==> config.mk <==
export PLATFORM = sky130hd
export DESIGN_NAME = balanced_decoder_stream
export DESIGN_NICKNAME = d
export VERILOG_FILES = /design/src/rtl/balanced_code_pkg.sv /design/src/rtl/balanced_sym_decode.sv /design/src/rtl/balanced_decoder_stream.sv
export SDC_FILE = /design/constraint.sdc
export NUM_CORES = 1
export LEC_CHECK = 0
export BUFFER_PORTS_ARGS = -buffer_cell sky130_fd_sc_hd__buf_4
export CAP_MARGIN = 10
export CORE_ASPECT_RATIO = 1.1
export CORE_UTILIZATION = 60
export CTS_BUF_LIST = sky130_fd_sc_hd__clkbuf_4
export DETAILED_ROUTE_END_ITERATION = 8
export GPL_TIMING_DRIVEN = 0
export PLACE_DENSITY = 0.81
export SYNTH_ARGS = -nofsm -noshare
export SYNTH_HDL_FRONTEND = slang
export SYNTH_SLANG_ARGS = --single-unit
==> constraint.sdc <==
create_clock -name clk_i -period 3.2 [get_ports clk_i]
set_input_delay 0.16 -clock clk_i [delete_from_list [all_inputs] [get_ports clk_i]]
set_output_delay 0.16 -clock clk_i [all_outputs]
set_load 0.05 [all_outputs]
==> src/rtl/balanced_code_pkg.sv <==
// Shared definitions for the 10b balanced-code stream decoder: weight tables,
// the IDLE control symbol and the word-alignment state type.
package balanced_code_pkg;

    typedef logic [4:0] half_t;

    typedef struct packed {
        logic       hit;
        logic [3:0] idx;
    } lookup_t;

    typedef enum logic {
        HUNT,
        SYNC
    } sync_state_e;

    localparam logic [9:0] IDLE_SYM = 10'b1010000111;

    localparam half_t H3_TABLE [10] = '{
        5'b00111, 5'b01011, 5'b01101, 5'b01110, 5'b10011,
        5'b10101, 5'b10110, 5'b11001, 5'b11010, 5'b11100
    };

    localparam half_t H2_TABLE [10] = '{
        5'b00011, 5'b00101, 5'b00110, 5'b01010, 5'b01100,
        5'b01001, 5'b10001, 5'b10010, 5'b10100, 5'b11000
    };

    function automatic lookup_t find_h3(input half_t h);
        lookup_t r;
        r = '0;
        for (int unsigned i = 0; i < 10; i++) begin
            if (H3_TABLE[i] == h) begin
                r.hit = 1'b1;
                r.idx = 4'(i);
            end
        end
        return r;
    endfunction

    function automatic lookup_t find_h2(input half_t h);
        lookup_t r;
        r = '0;
        for (int unsigned i = 0; i < 10; i++) begin
            if (H2_TABLE[i] == h) begin
                r.hit = 1'b1;
                r.idx = 4'(i);
            end
        end
        return r;
    endfunction

endpackage

==> src/rtl/balanced_sym_decode.sv <==
// Combinational decode of one 10-bit balanced symbol into a byte plus
// control and code-violation flags.
module balanced_sym_decode
    import balanced_code_pkg::*;
(
    input  logic [9:0] sym_i,
    output logic [7:0] byte_o,
    output logic       ctrl_o,
    output logic       err_o
);

    lookup_t    u_h3, l_h2, u_h2, l_h3;
    logic [3:0] a, b;

    always_comb begin
        u_h3   = find_h3(sym_i[9:5]);
        l_h2   = find_h2(sym_i[4:0]);
        u_h2   = find_h2(sym_i[9:5]);
        l_h3   = find_h3(sym_i[4:0]);
        a      = '0;
        b      = '0;
        byte_o = '0;
        ctrl_o = 1'b0;
        err_o  = 1'b0;
        // IDLE is checked first: its halves land in the upper/lower data
        // rows, but the stream treats it as the control fill symbol.
        if (sym_i == IDLE_SYM) begin
            ctrl_o = 1'b1;
        end else if (u_h3.hit && l_h2.hit) begin
            a = u_h3.idx;
            b = l_h2.idx;
            unique case ({a[3], b[3]})
                2'b00: byte_o = {2'b00, a[2:0], b[2:0]};
                2'b10: byte_o = {4'b1000, a[0], b[2:0]};
                2'b01: byte_o = {4'b1010, b[0], a[2:0]};
                2'b11: byte_o = {6'b111100, a[0], b[0]};
            endcase
        end else if (u_h2.hit && l_h3.hit) begin
            a = u_h2.idx;
            b = l_h3.idx;
            unique case ({a[3], b[3]})
                2'b00: byte_o = {2'b01, a[2:0], b[2:0]};
                2'b10: byte_o = {4'b1001, a[0], b[2:0]};
                2'b01: byte_o = {4'b1011, b[0], a[2:0]};
                2'b11: begin
                    byte_o = {6'b000000, a[0], b[0]};
                    ctrl_o = 1'b1;
                end
            endcase
        end else begin
            err_o = 1'b1;
        end
    end

endmodule

==> src/rtl/balanced_decoder_stream.sv <==
// Multi-lane balanced-code stream decoder with word-level sync tracking,
// optional IDLE dropping, a one-deep output register and an error counter.
module balanced_decoder_stream
    import balanced_code_pkg::*;
#(
    parameter int unsigned lanes_p         = 2,
    parameter int unsigned sync_cnt_p      = 4,
    parameter int unsigned loss_cnt_p      = 3,
    parameter int unsigned drop_idle_p     = 1,
    parameter int unsigned err_cnt_width_p = 16
) (
    input  logic                       clk_i,
    input  logic                       reset_n_i,
    input  logic                       v_i,
    input  logic [10*lanes_p-1:0]      data_i,
    output logic                       ready_o,
    output logic                       v_o,
    output logic [8*lanes_p-1:0]       data_o,
    output logic [lanes_p-1:0]         ctrl_o,
    output logic [lanes_p-1:0]         err_o,
    input  logic                       yumi_i,
    output logic                       synced_o,
    output logic [err_cnt_width_p-1:0] err_cnt_o,
    input  logic                       err_clear_i
);

    localparam int unsigned RUN_MAX = (sync_cnt_p > loss_cnt_p) ? sync_cnt_p : loss_cnt_p;
    localparam int unsigned RUN_W   = $clog2(RUN_MAX + 1);
    localparam logic [RUN_W-1:0] SYNC_CNT = RUN_W'(sync_cnt_p);
    localparam logic [RUN_W-1:0] LOSS_CNT = RUN_W'(loss_cnt_p);

    logic [8*lanes_p-1:0] dec_byte;
    logic [lanes_p-1:0]   dec_ctrl;
    logic [lanes_p-1:0]   dec_err;
    logic [lanes_p-1:0]   lane_idle;

    for (genvar k = 0; k < lanes_p; k++) begin : g_lane
        balanced_sym_decode u_dec (
            .sym_i  (data_i[10*k +: 10]),
            .byte_o (dec_byte[8*k +: 8]),
            .ctrl_o (dec_ctrl[k]),
            .err_o  (dec_err[k])
        );
        assign lane_idle[k] = (data_i[10*k +: 10] == IDLE_SYM);
    end

    sync_state_e      state_q, state_d;
    logic [RUN_W-1:0] good_run_q, good_run_d;
    logic [RUN_W-1:0] bad_run_q, bad_run_d;
    logic             accept, word_bad, all_idle, loss_hit, forward;

    assign ready_o  = ~v_o | yumi_i;
    assign accept   = v_i & ready_o;
    assign word_bad = |dec_err;
    assign all_idle = &lane_idle;
    assign loss_hit = word_bad && ((bad_run_q + RUN_W'(1)) == LOSS_CNT);

    always_ff @(posedge clk_i or negedge reset_n_i) begin
        if (!reset_n_i) begin
            state_q    <= HUNT;
            good_run_q <= '0;
            bad_run_q  <= '0;
        end else begin
            state_q    <= state_d;
            good_run_q <= good_run_d;
            bad_run_q  <= bad_run_d;
        end
    end

    always_comb begin
        state_d    = state_q;
        good_run_d = good_run_q;
        bad_run_d  = bad_run_q;
        if (accept) begin
            unique case (state_q)
                HUNT: begin
                    if (word_bad) begin
                        good_run_d = '0;
                    end else if ((good_run_q + RUN_W'(1)) == SYNC_CNT) begin
                        state_d    = SYNC;
                        good_run_d = '0;
                        bad_run_d  = '0;
                    end else begin
                        good_run_d = good_run_q + RUN_W'(1);
                    end
                end
                SYNC: begin
                    if (loss_hit) begin
                        state_d    = HUNT;
                        good_run_d = '0;
                        bad_run_d  = '0;
                    end else if (word_bad) begin
                        bad_run_d = bad_run_q + RUN_W'(1);
                    end else begin
                        bad_run_d = '0;
                    end
                end
            endcase
        end
    end

    // The word that trips loss of sync is already treated as HUNT traffic.
    always_comb begin
        synced_o = (state_q == SYNC);
        forward  = accept && (state_q == SYNC) && !loss_hit
                   && !((drop_idle_p != 0) && all_idle);
    end

    always_ff @(posedge clk_i or negedge reset_n_i) begin
        if (!reset_n_i) begin
            v_o    <= 1'b0;
            data_o <= '0;
            ctrl_o <= '0;
            err_o  <= '0;
        end else if (forward) begin
            v_o    <= 1'b1;
            data_o <= dec_byte;
            ctrl_o <= dec_ctrl;
            err_o  <= dec_err;
        end else if (yumi_i) begin
            v_o    <= 1'b0;
        end
    end

    always_ff @(posedge clk_i or negedge reset_n_i) begin
        if (!reset_n_i) begin
            err_cnt_o <= '0;
        end else if (err_clear_i) begin
            err_cnt_o <= '0;
        end else if (accept && word_bad && !(&err_cnt_o)) begin
            err_cnt_o <= err_cnt_o + err_cnt_width_p'(1);
        end
    end

endmodule

After elaboration in Yosys (flattened, before gate mapping)
Cells that the tools add are included.
Storage, ports and cells
  bits in registers: 44
  output and inout port bits: 39
  logic and storage cells: 259
  bits of input ports: 25
Operators by class
  muxes and demuxes: 121
  bitwise gates (word level): 4
  equality and inequality tests: 99
  reductions and logical operators: 24
  $add $sub $neg: 3
Operators with widths (number)
  5-bit two-way mux: 80
  5-bit == test (first input constant): 40
  8-bit case mux with 4 select lines: 4
  4-bit by 5-bit == test with 1-bit output (first input constant): 24
  3-bit by 5-bit == test with 1-bit output (first input constant): 12
  8-bit two-way mux: 6
  16-bit two-way mux: 2
  3-bit two-way mux: 7
  10-bit == test (second input constant): 2
  2-bit by 5-bit == test with 1-bit output (first input constant): 4
  1-bit two-way mux: 19
  16-bit by 1-bit adder with 16-bit output (second input constant): 1
  2-bit == test (second input constant): 8
  16-bit AND reduction: 1
  3-bit case mux with 2 select lines: 2
  1-bit logical AND: 10
  2-bit by 1-bit == test with 1-bit output (second input constant): 4
  2-bit logical NOT: 4
  3-bit by 1-bit adder with 3-bit output (second input constant): 2
  2-bit inequality test (second input constant): 2
  2-bit AND reduction: 2
  2-bit nonzero test: 2
  3-bit by 2-bit == test with 1-bit output (second input constant): 1
  3-bit == test (second input constant): 1
  8 further kinds: 11

Logic depth before layout (Yosys ltp)
Gate-level depths: netlist of run 1.
  word-level depth: 21
  gate-level depth with buffers: 12
  depth with buffers taken out: 10

Modules after synthesis
From an unflattened synthesis of run 1, not the netlist that was laid out.
Second synthesis, totals
  cell total of the unflattened synthesis: 562
  area, all modules: 4773.3 µm²
By module, submodules not included
  balanced_decoder_stream: area each 2317.2 µm², instances 1, sequential area each 1101.1 µm², cells an instance 206
  balanced_sym_decode (g_lane[1].u_dec): area each 1297.5 µm², instances 1, sequential area each 0.0 µm², cells an instance 188
  balanced_sym_decode (g_lane[0].u_dec): area each 1158.6 µm², instances 1, sequential area each 0.0 µm², cells an instance 168

Worst setup path before layout of run 1
No wires, ideal clock.
  path type: flip-flop to flip-flop
  start point: register v_o
  end point: register err_cnt_o[12]
  stages on the path, launching flop included: 7
  required time: 3122 ps
  data arrival time: 2391 ps
  buffers on the path: 0
  path slack: 731 ps
  setup time: 78 ps
  period minus slack after synthesis: 2469 ps
  cell sequence: dfrtp_1 nand2b_1 nand2_1 nor2_1 nand2_2 or4b_1 a21oi_1
Between the ends
  cells in the longest elaborated chain, start to end: 6
Ends and longest elaborated chain
  start: declaration: RTL line balanced_decoder_stream.sv:17  | output logic v_o,
  start signal: assignment: RTL line balanced_decoder_stream.sv:111  | v_o <= 1'b0;
  start signal: assignment: RTL line balanced_decoder_stream.sv:116  | v_o <= 1'b1;
  start signal: assignment: RTL line balanced_decoder_stream.sv:121  | v_o <= 1'b0;
  1-bit NOT: RTL line balanced_decoder_stream.sv:52  | assign ready_o = ~v_o | yumi_i;
  1-bit bitwise OR: RTL line balanced_decoder_stream.sv:52
  via ready_o: RTL line balanced_decoder_stream.sv:16  | output logic ready_o,
  1-bit bitwise AND: RTL line balanced_decoder_stream.sv:53  | assign accept = v_i & ready_o;
  1-bit logical AND (2 in a row): RTL line balanced_decoder_stream.sv:130  | end else if (accept && word_bad && !(&err_cnt_o)) begin
  2-bit nonzero test (no line)
  end signal: assignment: RTL line balanced_decoder_stream.sv:131  | err_cnt_o <= err_cnt_o + err_cnt_width_p'(1);
  end: declaration: RTL line balanced_decoder_stream.sv:23  | output logic [err_cnt_width_p-1:0] err_cnt_o,
The timed path passes the listed nets, and every way through them passes these cells.
A chain may end at the register's enable or synchronous reset.

Worst setup path in the final report of run 1
  start point: input data_i[6]
  end point: register data_o[13]
Between the ends
  cells in the longest elaborated chain, start to end: 20
  elaborated cells between the ends (all ways): 53
  classes of those cells: eq/ne (21); mux (23); reduce/logical (9)
Ends and longest elaborated chain
  start: declaration: RTL line balanced_decoder_stream.sv:15  | input logic [10*lanes_p-1:0] data_i,
  2-bit by 5-bit == test with 1-bit output: RTL line balanced_code_pkg.sv:45  | if (H2_TABLE[i] == h) begin
  5-bit two-way mux (10 in a row): RTL line balanced_code_pkg.sv:45
  1-bit logical AND: RTL line balanced_sym_decode.sv:38  | end else if (u_h2.hit && l_h3.hit) begin
  1-bit two-way mux: RTL line balanced_sym_decode.sv:38
  1-bit two-way mux: RTL line balanced_sym_decode.sv:29  | end else if (u_h3.hit && l_h2.hit) begin
  1-bit two-way mux: RTL line balanced_sym_decode.sv:27  | if (sym_i == IDLE_SYM) begin
  2-bit OR reduction: RTL line balanced_decoder_stream.sv:54  | assign word_bad = |dec_err;
  1-bit logical AND: RTL line balanced_decoder_stream.sv:56  | assign loss_hit = word_bad && ((bad_run_q + RUN_W'(1)) == LOSS_CNT);
  1-bit logical NOT: RTL line balanced_decoder_stream.sv:105  | forward = accept && (state_q == SYNC) && !loss_hit
  1-bit logical AND: RTL line balanced_decoder_stream.sv:105
  1-bit logical AND *: RTL line balanced_decoder_stream.sv:106  | && !((drop_idle_p != 0) && all_idle);
  end signal: assignment: RTL line balanced_decoder_stream.sv:117  | data_o <= dec_byte;
  end: declaration: RTL line balanced_decoder_stream.sv:18  | output logic [8*lanes_p-1:0] data_o,
Every way passes the cells marked *; elsewhere a longest branch is shown, timed or not.

==> impl_table.tex, run 1 <==
\begin{tabular}{lr}
\hline
Metric & Value \\
\hline
\multicolumn{2}{l}{\textbf{STA}} \\
\quad Setup-failing EPs final & 0 \\
\quad Sum Neg Setup Slack & 0 ns \\
\quad Post-route fraction of the period consumed by the critical path & 0.754 \\
\quad Unrepaired setup endpoints after global routing & false \\
\quad Max-slew violations & 0 \\
\quad Maximum achievable frequency & just over 400 MHz \\
\quad Number of hold-slack violations in the final timing report & 0 \\
\quad Relative max-transition margin & 0.329 \\
\quad Transition time of the tightest slew-check pin & roughly 1 ns \\
\quad Worst clock skew & 0.0137 ns \\
\quad Min cycle time layout & 2.41 ns \\
\multicolumn{2}{l}{\textbf{Setup path}} \\
\quad Cells traversed along the worst timing path & buf\_4 > buf\_6 > or3b\_4 > nor4\_1 > a21oi\_1 > o211ai\_2 > clkbuf\_1 > nand2\_1 > o31ai\_1 \\
\quad Cell with the largest stage delay on the worst path & nor4\_1 \\
\quad Slack of the worst reg-to-reg path & 0.96 ns \\
\quad WP data arrival & between 2 and 3 ns \\
\quad WS Path Type & primary input to flip-flop \\
\quad Kind of capture point of the worst setup path & flip-flop \\
\quad CP Data Required Time & $\sim$3.5 ns \\
\quad Worst stage delay on the critical path & 0.85 ns \\
\quad Startpoint class of the critical path & primary input \\
\quad Max FO, Critical Path & 10 \\
\multicolumn{2}{l}{\textbf{Power}} \\
\quad Switching share of power & 0.355 \\
\quad Maximum VDD drop & approximately 0.23 mV \\
\quad Proportion of power drawn by the clock network & 0.211 \\
\quad Internal power & a little under 800 uW \\
\quad Switching pwr & $\sim$440 uW \\
\quad Power per standard cell area & around 250 mW/mm\^{}2 \\
\quad LEAKAGE & 2.03 nW \\
\quad Sequential fraction of design power & 0.466 \\
\quad Combinational Power Share & 0.323 \\
\multicolumn{2}{l}{\textbf{Final layout}} \\
\quad Fraction of final layout cells with drive strength greater than 1 & 0.157 \\
\quad Filler Cell Count & approximately 600 \\
\quad Nets & 667 \\
\quad Area growth, synth to finish & 13.2\% \\
\quad Count of inserted antenna diode cells & 0 \\
\quad Final Util & 0.701 \\
\multicolumn{2}{l}{\textbf{Logic synthesis}} \\
\quad Ranking of synthesized cells by area & dfrtp\_1 25\%, xor2\_1 5.7\%, nand2\_1 5.4\% \\
\quad Synthesized-area fraction occupied by ao, oa, aoi and oai cells & 0.272 \\
\quad Fraction of synthesis flops using an asynchronous set or reset pin & 1.00 \\
\quad Mapped cell area & 0.00434 sq mm \\
\quad Xor and xnor area share after synthesis & 0.0879 \\
\quad Synthesized-area fraction occupied by and/or/nand/nor cells & 0.266 \\
\quad Area share of the largest cell type after synthesis & 0.254 \\
\quad Count of flip-flops with a built-in enable after synthesis & 0 \\
\quad Syn\_area\_per\_cell & 7.66 sq um \\
\quad Synthesized-area fraction occupied by adder cells & 0.0375 \\
\quad Seq cells post-synth & 44 \\
\quad Net count after synthesis & between 600 and 700 \\
\quad Main flop type after synthesis & dfrtp\_1 \\
\quad Yosys warnings & 0 \\
\quad Synthesized instance count & $\sim$570 \\
\quad Yosys top cell by area & dfrtp\_1 \\
\quad Dominant combinational cell family by area after synthesis & compound AO/OA/AOI/OAI gates \\
\quad Mux contribution to synthesized area & 0.0127 \\
\quad Sequential-to-total area share from yosys stat & 0.254 \\
\quad Distinct cells, synth & 63 \\
\multicolumn{2}{l}{\textbf{Global route}} \\
\quad GR Overflow Total & 0 \\
\quad First-pass GRT wire length & roughly 19 mm \\
\quad Initial antenna violation count & 0 \\
\quad Total routing usage reported by global routing & 0.301 \\
\quad Number of global-route vias before repair & 4229 \\
\quad Maximum number of pins on one net before global-route repair & 45 \\
\multicolumn{2}{l}{\textbf{Routing}} \\
\quad Post-detailed-route wirelength per cell & approximately 16 um \\
\quad Drt first-iter violations & around 400 \\
\quad Routed vias/inst & approximately 6.4 \\
\quad \# DRC & 0 \\
\quad Detailed-route wire length & 11.6 mm \\
\quad Number of detailed-routing iterations run before antenna repair & 7 \\
\quad Via count & 4561 \\
\quad Detail Route Antenna Nets & 0 \\
\multicolumn{2}{l}{\textbf{Run status}} \\
\quad Run status & finished, final reports clean \\
\multicolumn{2}{l}{\textbf{Floorplanning}} \\
\quad Chip Height & between 90 and 100 um \\
\quad Die Width & 83.1 um \\
\quad IO Count & 64 \\
\quad Total die area & 0.00758 sq mm \\
\quad Core Region & around 0.007 sq mm \\
\quad Effective utilization at floorplan & 0.619 \\
\quad Total number of placement rows & 32 \\
\multicolumn{2}{l}{\textbf{Clock tree}} \\
\quad Clock sink count & 44 \\
\quad Longest Clk Path Bufs & 2 \\
\quad Later-pin clock latency in the skew report & 0.35 ns \\
\quad Number of clock buffers inserted by TritonCTS & 5 \\
\quad Clock input transition at the sequential cells of the worst setup and hold paths & between 0.1 and 0.15 ns \\
\quad CTS root buffer & clkbuf\_4 \\
\quad Clock tree from TritonCTS & done \\
\quad H-tree Lvls & 2 \\
\quad Quantity of gates resized following cts & 0 \\
\multicolumn{2}{l}{\textbf{Run}} \\
\quad Number of max-cap violations & 0 \\
\multicolumn{2}{l}{\textbf{Placed design}} \\
\quad Quantity of I/O buffers inserted on ports & 54 \\
\quad Final Wtd Congestion & between 0.9 and 1 \\
\quad Final HPWL DP & around 8.9 mm \\
\multicolumn{2}{l}{\textbf{Worst hold path}} \\
\quad Class of the most critical hold timing path & primary input to flip-flop \\
\hline
\end{tabular}
Yosys cell counts (5+ instances only):
| master | number |
|---|---|
| nand3b_1 | 5 |
| buf_2 | 15 |
| dfrtp_1 | 44 |
| o21ai_0 | 24 |
| a22oi_1 | 6 |
| inv_1 | 16 |
| a211oi_1 | 8 |
| nand4bb_1 | 5 |
| ha_1 | 13 |
| nor2_1 | 56 |
| nor2b_1 | 9 |
| nand4_1 | 8 |
| xnor2_1 | 10 |
| o21ai_1 | 12 |
| o31ai_1 | 10 |
| nand2_1 | 63 |
| xor2_1 | 28 |
| o32ai_1 | 6 |
| a32o_1 | 6 |
| buf_1 | 8 |
| a31oi_1 | 14 |
| clkbuf_1 | 17 |
| nand2b_1 | 19 |
| nor3_1 | 15 |
| nor3b_1 | 6 |
| a21oi_1 | 41 |
| buf_6 | 6 |
| nand3_1 | 18 |
| o22a_1 | 8 |
| o22ai_1 | 8 |
| a32oi_1 | 7 |
power by group through the flow:
stage          Clock (mW)  Combinational (mW)  Sequential [mW]
3_3_place_gp            0               0.380            0.585
6_report            0.260               0.399            0.576
4_1_cts             0.264               0.392            0.575
5_1_grt             0.286               0.437            0.577
3_5_place_dp            0               0.390            0.586
2_1_floorplan           0               0.276            0.594
routing by layer:
metal	up-vias	GRT usage	share of wire
met5	-	0	0
met4	0	0.103	0.024
met3	30	0.0336	0.050
met2	202	0.519	0.50
met1	2142	0.391	0.43
li1	2187	-	-
logic make-up after synthesis:
family | Yosys count
compound gates | 174
fa+ha+maj | 13
mux | 5
buf+inv | 63
flops | 44
xor+xnor | 41
simple gates | 227
per-stage QoR:
| stage | setup WS [ns] | instance area (sq um) | total power [mW] | std cells | hold slack (ns) |
|---|---|---|---|---|---|
| floorplan | 0.731 | 4340 | 0.870 | 567 | -0.136 |
| global placement | 0.513 | 4850 | 0.965 | 706 | 0.182 |
| detailed placement | 0.455 | 4850 | 0.977 | 706 | 0.187 |
| CTS | 0.816 | 4910 | 1.23 | 715 | 0.115 |
| global route | 0.512 | 4910 | 1.30 | 715 | 0.141 |
| finish | 0.788 | 4910 | 1.23 | 715 | 0.120 |
cell type report:
class                      count  area (sq um)  area share
multi-input combinational    460          2940       0.597
clock inverter                 3          13.8     0.00280
timing repair buffer          55           415      0.0845
buffer                        47           244      0.0497
tap                           85           106      0.0216
sequential                    44          1100       0.224
inverter                      16          60.1      0.0122
clock buffer                   5          37.5     0.00764
what timing repair did:
item / CTS / global route
hold buffers: 1 / 0
hold endpoints to repair: 44 / 0
buffers inserted: 0 / 0
sequential cells by signal, summed over array words and instances (netlist names):
name and flops:
good_run_q 3, v_o 1, ctrl_o 2, synced_o 1, data_o 16, err_cnt_o 16, bad_run_q 3, err_o 2
cells in the final DEF (no fill, tap or decap), drive strengths merged, types with 18 or more instances in the layout:
cell type   n
buf        84
nand2      64
nor2       56
dfrtp      44
a21oi      41
o21ai      36
xor2       28
clkbuf     22
nand2b     19
nand3      18
worst max-delay path, delay by kind of cell:
| kind | cells | cell delay (ns) |
|---|---|---|
| simple gates | 3 | 1.40 |
| buf+inv | 3 | 0.70 |
| compound gates | 3 | 0.41 |
worst paths after layout:
path                                   start       endpoint  depth (start not counted)
worst max-delay path               data_i[6]     data_o[13]                          9
worst min-delay path             err_clear_i   err_cnt_o[6]                          2
worst max register to register  err_cnt_o[0]  err_cnt_o[12]                          7
worst min register to register     data_o[2]      data_o[2]                          2
max in group asynchronous          reset_n_i      data_o[4]                          2
min in group asynchronous          reset_n_i      data_o[3]                          2
(Power assumes the default switching activity.)
==> inputs of run 2 (changes only) <==
--- a/config.mk
+++ b/config.mk
@@ -8,11 +8,11 @@
 export BUFFER_PORTS_ARGS = -buffer_cell sky130_fd_sc_hd__buf_4
 export CAP_MARGIN = 10
 export CORE_ASPECT_RATIO = 1.1
-export CORE_UTILIZATION = 60
+export CORE_UTILIZATION = 54
 export CTS_BUF_LIST = sky130_fd_sc_hd__clkbuf_4
 export DETAILED_ROUTE_END_ITERATION = 8
 export GPL_TIMING_DRIVEN = 0
-export PLACE_DENSITY = 0.81
+export PLACE_DENSITY = 0.77
 export SYNTH_ARGS = -nofsm -noshare
 export SYNTH_HDL_FRONTEND = slang
 export SYNTH_SLANG_ARGS = --single-unit
==> constraint.sdc (replaced) <==
create_clock -name clk_i -period 2.2 [get_ports clk_i]
set_input_delay 0.11 -clock clk_i [delete_from_list [all_inputs] [get_ports clk_i]]
set_output_delay 0.11 -clock clk_i [all_outputs]
set_load 0.05 [all_outputs]
==> run 2 against run 1 <==
  * First-iteration DRC count is 35% lower
  * Highest routed layer unchanged
  * Register-to-register slack worse by 0.81 ns
  * Largest cell class unchanged
  * Via count is 0.39% lower
  * Non-clock buffer count stayed put
  * Final cell count is 2.8% higher
  * Critical path type unchanged
  * Clock skew is 0.00062 ns lower
==> impl_table.tex, run 2 (same netlist as run 1, synthesis figures left out) <==
\begin{tabular}{lr}
\hline
Metric & Value \\
\hline
\multicolumn{2}{l}{\textbf{Setup path}} \\
\quad Startpoint class of the critical path & primary input \\
\quad WS Path Type & primary input to flip-flop \\
\quad Worst stage delay on the critical path & between 0.4 and 0.5 ns \\
\quad Cells traversed along the worst timing path & buf\_4 > buf\_2 > xnor2\_1 > a211oi\_1 > nor3\_2 > a21o\_1 > clkbuf\_4 > a32o\_2 > buf\_6 > nand2\_2 > or4b\_1 > a21oi\_1 \\
\quad WP data arrival & around 2.4 ns \\
\quad Cell with the largest stage delay on the worst path & or4b\_1 \\
\quad CP Data Required Time & 2.49 ns \\
\quad Family with the most delay on the worst path & simple AND/OR/NAND/NOR gates \\
\quad Max FO, Critical Path & 10 \\
\quad Worst path bufs/invs & 4 \\
\quad Kind of capture point of the worst setup path & flip-flop \\
\multicolumn{2}{l}{\textbf{STA}} \\
\quad Worst Slack Setup Final & 0.0745 ns \\
\quad Post-route fraction of the period consumed by the critical path & 0.966 \\
\quad Min cycle time layout & roughly 2.1 ns \\
\quad Transition time of the tightest slew-check pin & 0.624 ns \\
\quad Max-slew violations & 0 \\
\quad Worst clock skew & between 0.01 and 0.015 ns \\
\quad Sum Neg Setup Slack & 0 ns \\
\quad Maximum achievable frequency & 470 MHz \\
\quad Relative max-transition margin & 0.580 \\
\quad Number of hold-slack violations in the final timing report & 0 \\
\quad Setup-failing EPs final & 0 \\
\multicolumn{2}{l}{\textbf{Power}} \\
\quad Power per standard cell area & approximately 390 mW/mm\^{}2 \\
\quad LEAKAGE & a little over 2 nW \\
\quad Maximum VDD drop & $\sim$0.21 mV \\
\multicolumn{2}{l}{\textbf{Global route}} \\
\quad Maximum number of pins on one net before global-route repair & 45 \\
\quad GR Overflow Total & 0 \\
\quad Number of global-route vias before repair & around 4000 \\
\quad Total routing usage reported by global routing & 0.275 \\
\quad First-pass GRT wire length & approximately 19 mm \\
\quad Initial antenna violation count & 0 \\
\multicolumn{2}{l}{\textbf{Placed design}} \\
\quad Final Wtd Congestion & around 0.96 \\
\quad Worst-case setup slack after placement & -0.479 ns \\
\quad Quantity of I/O buffers inserted on ports & 54 \\
\quad Final HPWL DP & between 8 and 9 mm \\
\multicolumn{2}{l}{\textbf{Floorplanning}} \\
\quad IO Count & 64 \\
\quad Core Region & 0.00764 sq mm \\
\quad Total die area & between 0.008 and 0.009 sq mm \\
\quad Chip Height & slightly below 100 um \\
\quad Effective utilization at floorplan & 0.568 \\
\quad Die Width & 87.5 um \\
\quad Total number of placement rows & 33 \\
\multicolumn{2}{l}{\textbf{Final layout}} \\
\quad Final Util & 0.657 \\
\quad Leading registers by flop count & data\_o (16), err\_cnt\_o (16) \\
\quad Filler Cell Count & approximately 690 \\
\quad Reg area & around 0.0011 sq mm \\
\quad Nets & approximately 670 \\
\quad Count of inserted antenna diode cells & 0 \\
\quad Highest-count cells in the layout ignoring fill and taps & 63 x nand2\_1, 56 x buf\_4, 54 x nor2\_1 \\
\quad Area used by multi-input combinational logic & slightly below 0.003 sq mm \\
\quad Area growth, synth to finish & 15.6\% \\
\quad Fraction of final layout cells with drive strength greater than 1 & 0.179 \\
\quad Commonest non-fill, non-tap cell in the layout & nand2\_1 \\
\multicolumn{2}{l}{\textbf{Run status}} \\
\quad Run status & finished, final reports clean \\
\multicolumn{2}{l}{\textbf{Worst hold path}} \\
\quad Class of the most critical hold timing path & primary input to flip-flop \\
\multicolumn{2}{l}{\textbf{Clock tree}} \\
\quad Clock input transition at the sequential cells of the worst setup and hold paths & $\sim$0.13 ns \\
\quad CTS root buffer & clkbuf\_4 \\
\quad Later-pin clock latency in the skew report & between 0.3 and 0.4 ns \\
\quad Number of clock buffers inserted by TritonCTS & 5 \\
\quad Longest Clk Path Bufs & 2 \\
\quad Clock sink count & between 40 and 50 \\
\quad Clock tree from TritonCTS & done \\
\quad H-tree Lvls & 2 \\
\multicolumn{2}{l}{\textbf{Routing}} \\
\quad Detail Route Antenna Nets & 0 \\
\quad Via count & 4543 \\
\quad Detailed-route wire length & between 10 and 15 mm \\
\quad Post-detailed-route wirelength per cell & 15.9 um \\
\quad Number of detailed-routing iterations run before antenna repair & 5 \\
\quad \# DRC & 0 \\
\quad Routed vias/inst & just over 6 \\
\quad Drt first-iter violations & 261 \\
\multicolumn{2}{l}{\textbf{Run}} \\
\quad Number of max-cap violations & 0 \\
\hline
\end{tabular}
run 2: cell types whose count changed in the layout (fill, tap and decap cells not counted), moves of 2 or more:
cell,previous run,this run
nor4_1,2,0
clkbuf_1,17,12
clkbuf_4,5,7
nor2_2,0,2
buf_1,8,6
clkbuf_2,0,5
nor4_2,0,2
nor2_1,56,54
run 2: path summary, 6_finish.rpt:
check | start | endpoint | slack, ns | cells past startpoint
max | data_i[7] | err_cnt_o[12] | 0.07 | 12
min in group asynchronous | reset_n_i | data_o[3] | 0.26 | 2
min reg2reg | data_o[1] | data_o[1] | 0.50 | 2
max in group asynchronous | reset_n_i | ctrl_o[1] | 1.56 | 2
max reg2reg | err_cnt_o[0] | err_cnt_o[12] | 0.15 | 7
min | yumi_i | v_o | 0.02 | 3
run 2: final cells by class:
cell class                 instances  share of cell area
tap                              105              0.0262
buffer                            46              0.0499
clock inverter                     2             0.00698
multi-input combinational        460               0.592
clock buffer                       6             0.00898
inverter                          16              0.0120
timing repair buffer              56              0.0843
sequential                        44               0.219
run 2: power by group:
part / internal [mW] / switching (mW)
Combinational: 0.224 / 0.365
Clock: 0.251 / 0.260
Sequential: 0.822 / 0.0176
Total: 1.30 / 0.643
run 2: per-layer routing:
layer  part of all wire  GRT usage  up-vias
li1                   -          -     2190
met4              0.022     0.0929        0
met5                  0          0        -
met1               0.44      0.360     2128
met2               0.49      0.471      200
met3              0.055     0.0309       25
run 2: per-stage QoR:
stage	hold slack [ns]	std cells	power [mW]	area (sq um)
final	0.0162	735	1.94	5020
after global routing	0.00448	735	2.04	5020
after CTS	0.00701	735	1.94	4990
after detailed placement	0.140	726	1.42	4880
after global placement	0.130	726	1.41	4880
after floorplan	-0.186	567	1.27	4340
run 2: worst min-delay path: stages:
cell      delay, ns
buf_4          0.07
nand2b_2       0.12
nand2_1        0.05
run 2: what timing repair did:
item                                    4_1_cts  5_1_grt
hold buffers                                  1        0
gates resized for setup                       4       10
setup buffers                                 0        1
endpoints found under the hold margin        44        0
pin swaps                                     0        2
endpoints found under the setup margin       20       28
